$ cat src/rtl/pe_sched_pkg.sv
// Shared widths, beat counts and FSM state encoding for the PE row scheduler.
package pe_sched_pkg;

  localparam int unsigned DATA_WIDTH = 8;
  localparam int unsigned INPUT_SIZE = 28;
  localparam int unsigned PSUM_W     = 2 * DATA_WIDTH + 2;
  localparam int unsigned ACC_W      = PSUM_W + 4;
  localparam int unsigned BEATS_L0   = 26;
  localparam int unsigned BEATS_L1   = 10;
  localparam int unsigned MAX_ROWS   = 28;
  localparam int unsigned WDOG_MAX   = 4;

  typedef enum logic [2:0] {
    StIdle,
    StReq,
    StLaunch,
    StWait,
    StStream,
    StSum,
    StGap,
    StDone
  } state_e;

  function automatic logic [ACC_W-1:0] sext_psum(input logic [PSUM_W-1:0] p);
    return {{(ACC_W - PSUM_W){p[PSUM_W-1]}}, p};
  endfunction

endpackage

$ cat src/rtl/pe_sched.sv
// Row scheduler: fetches rows, launches the PE, streams (layer 0) or sums (layer 1) its beats.
module pe_sched
  import pe_sched_pkg::*;
(
  input  logic              clk_i,
  input  logic              rst_ni,
  input  logic              start_i,
  input  logic              layer_cfg_i,
  input  logic [5:0]        num_rows_i,
  output logic              busy_o,
  output logic              done_o,
  output logic              err_o,
  output logic              row_req_o,
  input  logic              row_ack_i,
  output logic [4:0]        row_idx_o,
  output logic              pe_enable_o,
  output logic              pe_layer_o,
  input  logic [PSUM_W-1:0] pe_psum_i,
  input  logic              pe_flag_comp_i,
  output logic              out_valid_o,
  output logic [ACC_W-1:0]  out_data_o,
  output logic              out_last_o
);

  state_e           state_q;
  logic             busy_q, done_q, err_q, row_req_q, pe_enable_q, layer_q;
  logic [4:0]       rows_q, row_idx_q, beat_q;
  logic [2:0]       wdog_q;
  logic [ACC_W-1:0] acc_q;

  logic [4:0]       rows_in, beat_inc, beats_exp;
  logic [ACC_W-1:0] acc_sum;
  logic             beat_fire, last_row, sum_out, l0_out;

  always_comb begin
    rows_in   = (num_rows_i > 6'(MAX_ROWS)) ? 5'(MAX_ROWS) : num_rows_i[4:0];
    // Saturate so an overlong row cannot wrap back onto the nominal count.
    beat_inc  = (beat_q == 5'h1f) ? beat_q : beat_q + 5'd1;
    beats_exp = layer_q ? 5'(BEATS_L1) : 5'(BEATS_L0);
    acc_sum   = acc_q + sext_psum(pe_psum_i);
    beat_fire = pe_flag_comp_i && (state_q == StWait || state_q == StStream);
    last_row  = (row_idx_q == rows_q - 5'd1);
    sum_out   = (state_q == StSum);
    l0_out    = beat_fire && !layer_q;
  end

  always_ff @(posedge clk_i or negedge rst_ni) begin
    if (!rst_ni) begin
      state_q     <= StIdle;
      busy_q      <= 1'b0;
      done_q      <= 1'b0;
      err_q       <= 1'b0;
      row_req_q   <= 1'b0;
      pe_enable_q <= 1'b0;
      layer_q     <= 1'b0;
      rows_q      <= '0;
      row_idx_q   <= '0;
      beat_q      <= '0;
      wdog_q      <= '0;
      acc_q       <= '0;
    end else begin
      done_q      <= 1'b0;
      pe_enable_q <= 1'b0;
      unique case (state_q)
        StIdle: begin
          if (start_i) begin
            busy_q    <= 1'b1;
            err_q     <= 1'b0;
            layer_q   <= layer_cfg_i;
            rows_q    <= rows_in;
            row_idx_q <= '0;
            if (rows_in == '0) begin
              done_q  <= 1'b1;
              state_q <= StDone;
            end else begin
              row_req_q <= 1'b1;
              state_q   <= StReq;
            end
          end
        end
        StReq: begin
          if (row_ack_i) begin
            // Per-row counters and the accumulator start fresh as the PE launches.
            row_req_q   <= 1'b0;
            pe_enable_q <= 1'b1;
            acc_q       <= '0;
            beat_q      <= '0;
            wdog_q      <= '0;
            state_q     <= StLaunch;
          end
        end
        StLaunch: state_q <= StWait;
        StWait: begin
          if (pe_flag_comp_i) begin
            beat_q  <= beat_inc;
            acc_q   <= acc_sum;
            state_q <= StStream;
          end else if (wdog_q == 3'(WDOG_MAX - 1)) begin
            err_q   <= 1'b1;
            done_q  <= 1'b1;
            state_q <= StDone;
          end else begin
            wdog_q <= wdog_q + 3'd1;
          end
        end
        StStream: begin
          if (pe_flag_comp_i) begin
            beat_q <= beat_inc;
            acc_q  <= acc_sum;
          end else begin
            if (beat_q != beats_exp) err_q <= 1'b1;
            state_q <= layer_q ? StSum : StGap;
          end
        end
        StSum: state_q <= StGap;
        StGap: begin
          if (last_row) begin
            done_q  <= 1'b1;
            state_q <= StDone;
          end else begin
            row_idx_q <= row_idx_q + 5'd1;
            row_req_q <= 1'b1;
            state_q   <= StReq;
          end
        end
        StDone: begin
          busy_q  <= 1'b0;
          state_q <= StIdle;
        end
      endcase
    end
  end

  always_comb begin
    busy_o      = busy_q;
    done_o      = done_q;
    err_o       = err_q;
    row_req_o   = row_req_q;
    row_idx_o   = row_idx_q;
    pe_enable_o = pe_enable_q;
    pe_layer_o  = layer_q;
    out_valid_o = l0_out || sum_out;
    out_data_o  = '0;
    if (sum_out) begin
      out_data_o = acc_q;
    end else if (l0_out) begin
      out_data_o = sext_psum(pe_psum_i);
    end
    out_last_o  = last_row && (sum_out || (l0_out && beat_q == 5'(BEATS_L0 - 1)));
  end

endmodule

$ cat config.mk
export PLATFORM = sky130hd
export DESIGN_NAME = pe_sched
export DESIGN_NICKNAME = d
export VERILOG_FILES = /design/src/rtl/pe_sched_pkg.sv /design/src/rtl/pe_sched.sv
export SDC_FILE = /design/constraint.sdc
export NUM_CORES = 1
export LEC_CHECK = 0
export CAP_MARGIN = 10
export CORE_ASPECT_RATIO = 0.7
export CORE_MARGIN = 2
export CORE_UTILIZATION = 55
export CTS_BUF_LIST = sky130_fd_sc_hd__clkbuf_8
export DETAILED_ROUTE_END_ITERATION = 8
export HOLD_SLACK_MARGIN = 0.15
export PLACE_DENSITY = 0.95
export SYNTH_ARGS = -nofsm -noshare
export SYNTH_HDL_FRONTEND = slang
export SYNTH_SLANG_ARGS = --single-unit
$ cat constraint.sdc
create_clock -name clk_i -period 3.3 [get_ports clk_i]
set_input_delay 0.66 -clock clk_i [delete_from_list [all_inputs] [get_ports clk_i]]
set_output_delay 0.66 -clock clk_i [all_outputs]
set_load 0.01 [all_outputs]
==> impl_metrics.tcl, run 1 <==
set metrics [dict create \
    status "complete, no violations" \
    synth_cell_types 52 \
    drtIter0Drc 384 \
    die_w_um 101 \
    final_area_um2 4580 \
    grt_max_degree 50 \
    finalCritPeriodShare 0.944 \
    powerDensity_nw_per_um2 822 \
    yosysWarnings 0 \
    cp_max_fo 18 \
    ys_ff_latch 49 \
    pwr-share-clk 0.096 \
    die_area_um2 7320 \
    drt_wl_total_um 10700 \
    grt_pass1_vias 3804 \
    endpoint_kind "primary output" \
    power.internal_w 0.00201 \
    drv_slew 0 \
    final-hold-violation-count 0 \
    clock-sinks 49 \
    drive_above_1_share 0.0742 \
    antenna_found_initial 0 \
    place_ws_ns -0.0415 \
    synth_area_leader_cell "dfrtp_1" \
    clkTransAtPathRegs_ns 0.09 \
    synth_commonest_cells "nand2_1 (54), dfrtp_1 (49), o21ai_0 (41)" \
    leakagePower_nw 2.10 \
    switchingPower_w 0.00176 \
    clk_latency_ns 0.32 \
    slew_headroom 0.584 \
    worst_pin_slew_ns 0.620 \
    vias_per_cell 6.36 \
    finalWorstSetupSlack_ns 0.184 \
    period_needed_ns 3.12 \
    ant_nets 0 \
    path_cells "nand3b_1 -> a21bo_2 -> nand2_1 -> nor2_2 -> buf_6 -> nand2_1 -> nand2_1 -> clkdlybuf4s50_1" \
    syn_to_final_growth_pct 25.5 \
    swShare 0.467 \
    grt_remaining_overflow 0 \
    port_buffers 64 \
    ys_top_cells_by_area "dfrtp_1 (34%), ha_1 (9.9%), o21ai_0 (5.6%), nand2_1 (5.5%), a21oi_1 (4.4%)" \
    grt_util_all_layers 0.309 \
    synth_seq_area_share 0.336 \
    synth_fp_nets 498 \
    synthFlopType "dfrtp_1" \
    dr.pass1.iters 7 \
    cap_violations 0 \
    yosys.area.top_type_share 0.336 \
    worstSetupPathType "reg2out" \
    syn_inst 438 \
    final_util 0.724 \
    max_freq_mhz 321 \
    cts_tree "built" \
    comb_power_share 0.617 \
    holdBufCountCts 0 \
    place_area_um2 4470 \
    fp-row-count 24 \
    rsz0062_at_grt "no" \
    max_stage_delay_ns 0.53 \
    synth_area_um2 3650 \
    h-tree-depth 2 \
    hold_class "in2async" \
    dp_hpwl_um 7810 \
    setup_viol 0 \
    diodes 0 \
    nNetsFinal 571 \
    async_flop_share 1.00 \
    avgSynthCellArea_um2 8.34 \
    p_seq_frac 0.287 \
    cts_made_buffers 5 \
    fin_worst_skew_ns 0.0103 \
    wl_per_cell_um 17.7 \
    root_buffer "clkbuf_8" \
    peakVddDrop_uv 358 \
    initial_core_util 0.576 \
    core-area_um2 6340 \
    crit_slowest_cell "clkdlybuf4s50_1" \
    floorplan.die.height_um 72.2 \
    clockBufferDepth 2 \
    yosysMostFrequentCell "nand2_1" \
    start_kind "flop" \
    cp_data_required_time_ns 2.64 \
    synth_edf_count 0 \
    ios 65 \
    drc 0 \
    grt_pass1_wl_um 18000 \
    crit_top_cell "nand2_1" \
    routed-via-count 3833 \
    place_congestion 0.974 \
    crit_arrival_ns 2.46 \
]
[cell type report]
type / count / area [µm²]
clock inverter: 3 / 13.8
fill: 436 / 1750
timing repair buffer: 84 / 802
sequential: 49 / 1230
multi-input combinational: 350 / 2280
clock buffer: 5 / 68.8
inverter: 21 / 78.8
tap: 91 / 114
[cells in the final DEF, fill, tap and decap left out, types with 3 or more instances in the layout]
master	n
clkdlybuf4s50_1	63
nand2_1	54
dfrtp_1	47
o21ai_0	41
a21oi_1	32
nand3_1	29
ha_1	29
nor2_1	28
inv_1	22
a22o_1	18
buf_4	18
xnor2_1	14
xor2_1	13
a21o_1	10
nand4_1	9
nor3_1	5
a211oi_1	5
or3_1	5
clkbuf_8	5
nand3b_1	4
o31ai_1	4
and2_1	3
nand2b_1	3
and3_1	3
a31oi_1	3
a22oi_1	3
[state kept, by name, summed over array words and instances, names as in the netlist, 3 cells and up]
signal     cells
acc_q         22
beat_q         5
row_idx_o      5
rows_q         5
state_q        3
wdog_q         3
[power groups by stage]
stage	Sequential, W	Combinational [W]	Clock [W]
after detailed placement	0.00107	0.00224	0
after global routing	0.00111	0.00256	0.000387
after global placement	0.00105	0.00212	0
after floorplan	0.00101	0.00152	0
final	0.00108	0.00233	0.000362
after CTS	0.00106	0.00227	0.000360
[metrics by stage]
step | setup TNS (ns) | power [W] | instances | hold WS, ns
finish | 0 | 0.00377 | 603 | 0.201
global route | 0 | 0.00406 | 603 | 0.214
CTS | 0 | 0.00369 | 602 | 0.518
detailed placement | -0.0473 | 0.00331 | 594 | 0.499
global placement | 0 | 0.00317 | 594 | 0.485
floorplan | 0 | 0.00253 | 438 | 0.364
[critical path, delay by kind of cell, from the launching register on]
family,cells,cell delay [ns]
and+or+nand+nor,5,0.64
DFF,1,0.50
AOI/OAI and AO/OA,1,0.25
buffers and inverters,2,0.75
[metal layers]
| layer | global-route usage | share of wire | vias to the layer above | wire length (µm) |
|---|---|---|---|---|
| li1 | - | - | 1742 | - |
| met1 | 0.412 | 0.41 | 1809 | 4440 |
| met2 | 0.506 | 0.47 | 243 | 5070 |
| met3 | 0.0636 | 0.091 | 39 | 972 |
| met4 | 0.111 | 0.021 | 0 | 223 |
| met5 | 0 | 0 | - | 0 |
[path summary, 6_finish.rpt]
| path | from | endpoint | slack (ns) | depth (start not counted) |
|---|---|---|---|---|
| max reg2reg | acc_q[2] | acc_q[16] | 0.66 | 9 |
| max | state_q[1] | out_data_o[21] | 0.18 | 8 |
| min | rst_ni | pe_layer_o | 0.20 | 1 |
| max in group asynchronous | rst_ni | acc_q[17] | 2.60 | 2 |
| min reg2reg | rows_q[4] | rows_q[4] | 0.52 | 2 |
| min in group clk_i | rows_q[4] | rows_q[4] | 0.52 | 2 |
[kinds of logic after synthesis]
logic type,after synthesis,synth area share
AND/OR/NAND/NOR,150,0.191
AO/OA/AOI/OAI,141,0.255
flip-flops,49,0.336
buffers and inverters,39,0.0432
adder cells (fa/ha/maj),30,0.105
XOR/XNOR,27,0.0647
multiplexers,2,0.00548
[repair_timing]
| item | 4_1_cts | 5_1_grt |
|---|---|---|
| resized for setup | 1 | 5 |
| setup buffers | 0 | 0 |
| setup endpoints to repair | 13 | 23 |
Power figures use the tool's default switching activity.
==> run 2: changes to the inputs <==
- RECOVER_POWER: unset -> 100
==> impl_metrics.tcl, run 2 (synthesized netlist as in run 1, its figures left out) <==
set metrics [dict create \
    status "finished, violations left" \
    violations "capacitance limit, slew limit" \
    endpoint_kind "primary output" \
    ant_nets 0 \
    die_area_um2 7320 \
    initial_core_util 0.576 \
    setup_viol 0 \
    setup_tns_ns 0 \
    drive_above_1_share 0.0625 \
    port_buffers 64 \
    core-area_um2 6340 \
    rsz0062_at_grt "no" \
    grt_pass1_wl_um 18000 \
    grtUsageMet3 0.0636 \
    drt_wl_total_um 10700 \
    dr.pass1.iters 5 \
    cp_data_required_time_ns 2.64 \
    ios 65 \
    worstSetupPathType "reg2out" \
    grt_max_degree 50 \
    syn_to_final_growth_pct 24.8 \
    r2r_cells 9 \
    slew_headroom -0.246 \
    leakagePower_nw 2.15 \
    max_freq_mhz 319 \
    drtIter0Drc 390 \
    wl_per_cell_um 17.8 \
    fp-row-count 24 \
    powerDensity_nw_per_um2 817 \
    cp_max_fo 18 \
    grt_remaining_overflow 0 \
    routed-via-count 3867 \
    final_common_cell "nand2_1" \
    largest_register_ffs 22 \
    h-tree-depth 2 \
    hold_class "in2async" \
    start_kind "flop" \
    cts_resized 1 \
    vias_per_cell 6.41 \
    cts_tree "built" \
    crit_arrival_ns 2.47 \
    largest_register "acc_q" \
    grt.met2_usage 0.506 \
    peakVddDrop_uv 350 \
    clockBufferDepth 2 \
    cap_violations 1 \
    drc 0 \
    worst_pin_slew_ns 1.87 \
    holdBufCountCts 0 \
    grt_util_all_layers 0.309 \
    cts_setup_buffers 0 \
    clkTransAtPathRegs_ns 0.09 \
    layout_common_cells "nand2_1 (54), dfrtp_1 (47), o21ai_0 (41), clkdlybuf4s50_1 (38), a21oi_1 (32)" \
    place_congestion 0.974 \
    clock-sinks 49 \
    diodes 0 \
    final-hold-violation-count 0 \
    fin_worst_skew_ns 0.0119 \
    clk_latency_ns 0.32 \
    antenna_found_initial 0 \
    nNetsFinal 571 \
    finalCritPeriodShare 0.949 \
    floorplan.die.height_um 72.2 \
    dp_hpwl_um 7810 \
    grt_pass1_vias 3804 \
    root_buffer "clkbuf_8" \
    total_power_w 0.00372 \
    cts_made_buffers 5 \
    grt_util_met1 0.412 \
    drv_slew 41 \
    die_w_um 101 \
    grt-busiest-layer "met2" \
    period_needed_ns 3.13 \
]
==> run 2: area by class of cell <==
class	count	area, µm²
multi-input combinational	350	2270
fill	445	1780
sequential	49	1230
timing repair buffer	84	779
tap	91	114
inverter	21	78.8
clock buffer	5	68.8
clock inverter	3	13.8
==> run 2: per-layer routing <==
metal / part of all wire / vias to the layer above / wire (µm)
li1: - / 1740 / -
met1: 0.42 / 1838 / 4450
met2: 0.47 / 245 / 5020
met3: 0.090 / 44 / 961
met4: 0.026 / 0 / 278
met5: 0 / - / 0
==> run 2: path summary, 6_finish.rpt <==
| check | from | endpoint | slack (ns) |
|---|---|---|---|
| min in group clk_i | rows_q[4] | rows_q[4] | 0.51 |
| max | state_q[1] | out_data_o[2] | 0.17 |
| min reg2reg | rows_q[4] | rows_q[4] | 0.51 |
| max reg2reg | acc_q[2] | acc_q[16] | 0.60 |
| min | rst_ni | err_o | 0.28 |
| max in group asynchronous | rst_ni | acc_q[17] | 0.78 |
==> run 2: worst max-delay path, stage by stage (launching register included) <==
cell           delay (ns)
dfrtp_2              0.50
nand3b_1             0.13
a21bo_2              0.25
nand2_1              0.10
nor2_2               0.18
buf_6                0.22
a22o_1               0.17
dlygate4sd3_1        0.60
==> run 2: power by group <==
| group | switching (W) | leakage [nW] | internal, W |
|---|---|---|---|
| Clock | 0.000219 | 0.0491 | 0.000145 |
| Combinational | 0.00129 | 1.47 | 0.000993 |
| Sequential | 0.000250 | 0.627 | 0.000830 |
| Total | 0.00176 | 2.15 | 0.00197 |
==> run 2: metrics by stage <==
stage | area, µm² | instances | utilization | hold slack, ns | worst slack (ns)
2_1_floorplan | 3650 | 438 | - | 0.364 | 0.567
3_3_place_gp | 4470 | 594 | 0.705 | 0.485 | 0.0506
3_5_place_dp | 4470 | 594 | 0.705 | 0.499 | -0.0415
4_1_cts | 4550 | 602 | 0.718 | 0.518 | 0.0207
5_1_grt | 4560 | 603 | 0.719 | 0.335 | 0.0195
6_report | 4560 | 603 | 0.719 | 0.280 | 0.170
==> run 3: changes to the inputs <==
- CTS_CLUSTER_SIZE: unset -> 30
- SETUP_SLACK_MARGIN: unset -> 0.1
==> impl_metrics.tcl, run 3 (synthesized netlist as in run 1, its figures left out) <==
set metrics [dict create \
    r2r_cells 8 \
    drive_above_1_share 0.0678 \
    cap_violations 1 \
    peakVddDrop_uv 353 \
    grt_remaining_overflow 0 \
    max_freq_mhz 317 \
    hold_class "in2async" \
    clockBufferDepth 2 \
    core-area_um2 6340 \
    clock-sinks 49 \
    leakagePower_nw 2.19 \
    h-tree-depth 2 \
    grt_max_degree 50 \
    fin_cells 607 \
    crit_arrival_ns 2.50 \
    path_cells "nand3b_1 -> a21bo_1 -> nand2_1 -> nor2_4 -> buf_8 -> a22o_1 -> dlygate4sd3_1" \
    drtIter0Drc 387 \
    cp_data_required_time_ns 2.64 \
    fin_worst_skew_ns 0.00651 \
    die_w_um 101 \
    vias_per_cell 6.36 \
    r2r-end "beat_q[3]" \
    start_kind "flop" \
    largest_register "acc_q" \
    reg2reg_from "state_q[1]" \
    status "finished, violations left" \
    endpoint_kind "primary output" \
    ios 65 \
    final-hold-violation-count 0 \
    grt_pass1_wl_um 18200 \
    clkTransAtPathRegs_ns 0.09 \
    dr.max_layer_used "met4" \
    crit_slowest_cell "dlygate4sd3_1" \
    holdBufCountCts 0 \
    routed-via-count 3861 \
    worst_pin_slew_ns 1.86 \
    die_area_um2 7320 \
    dr.pass1.iters 7 \
    floorplan.die.height_um 72.2 \
    layout_common_cells "nand2_1 (54), dfrtp_1 (47), o21ai_0 (41), a21oi_1 (32), dlygate4sd3_1 (32)" \
    cp_max_fo 18 \
    nNetsFinal 575 \
    slew_headroom -0.242 \
    grt_pass1_vias 3820 \
    cts_tree "built" \
    final_common_cell "nand2_1" \
    period_needed_ns 3.16 \
    regArea_um2 1230 \
    drc 0 \
    rsz0062_at_grt "yes" \
    max_stage_delay_ns 0.64 \
    final_util 0.727 \
    dp_hpwl_um 7810 \
    cts_made_buffers 5 \
    wl_met3_um 1060 \
    worstSetupPathType "reg2out" \
    syn_to_final_growth_pct 26.1 \
    drv_slew 41 \
    fillers 433 \
    antenna_found_initial 0 \
    violations "capacitance limit, slew limit" \
    wl_met1_um 4480 \
    place_inst 594 \
    port_buffers 64 \
    met2_length_um 5270 \
    wl_per_cell_um 18.3 \
    drt_wl_total_um 11100 \
    multiInputGateArea_um2 2290 \
    diodes 0 \
    root_buffer "clkbuf_8" \
    powerDensity_nw_per_um2 822 \
    finalCritPeriodShare 0.956 \
    fp-row-count 24 \
    largest_register_ffs 22 \
    place_congestion 0.974 \
    clk_latency_ns 0.31 \
    grt_util_all_layers 0.314 \
    setup_viol 0 \
    reg2reg_slack_ns 0.53 \
    ant_nets 0 \
    initial_core_util 0.576 \
]
[run 3: critical path, delay by kind of cell, from the launching register on]
family | cells | cell delay, ns
buffers and inverters | 2 | 0.82
flip-flops | 1 | 0.48
AO/OA/AOI/OAI | 2 | 0.44
AND/OR/NAND/NOR | 3 | 0.42
[run 3: worst max-delay path by stage]
stage,start,cells after the start,endpoint
2_1_floorplan,pe_psum_i[0],9,acc_q[18]
3_3_place_gp,pe_psum_i[0],11,acc_q[18]
3_5_place_dp,pe_psum_i[0],11,acc_q[16]
4_1_cts,state_q[1],8,out_data_o[21]
5_1_grt,state_q[0],8,out_data_o[20]
6_report,state_q[0],7,out_data_o[1]
[run 3: layout make-up]
| type | instances | share of cell area |
|---|---|---|
| clock buffers | 5 | 0.0149 |
| flip-flops and latches | 49 | 0.267 |
| repair buffers | 88 | 0.177 |
| well taps | 91 | 0.0247 |
| multi-input cells | 350 | 0.497 |
| clock inverters | 3 | 0.00299 |
| inverters | 21 | 0.0171 |
[run 3: repair_timing]
action	4_1_cts	5_1_grt
gates resized for setup	5	4
setup endpoints to repair	23	24
setup buffers	0	4
[run 3: routing by layer]
layer / vias to the layer above / global-route usage
met5: - / 0
met4: 0 / 0.119
met3: 46 / 0.0665
met2: 269 / 0.519
met1: 1802 / 0.408
li1: 1744 / -
[run 3: per-stage QoR]
stage	setup TNS (ns)	hold WS (ns)	setup slack, ns	total power, W	area (µm²)
global placement	0	0.485	0.0506	0.00317	4470
CTS	0	0.518	0.157	0.00370	4560
finish	0	0.294	0.144	0.00379	4600
detailed placement	-0.0473	0.499	-0.0415	0.00331	4470
floorplan	0	0.364	0.567	0.00253	3650
global route	0	0.334	0.0469	0.00407	4600
[run 3: power by group]
group	internal [W]	leakage, nW	switching, W
combinational	0.00102	1.52	0.00132
sequential	0.000830	0.627	0.000250
clock	0.000145	0.0491	0.000219
total	0.00199	2.19	0.00179
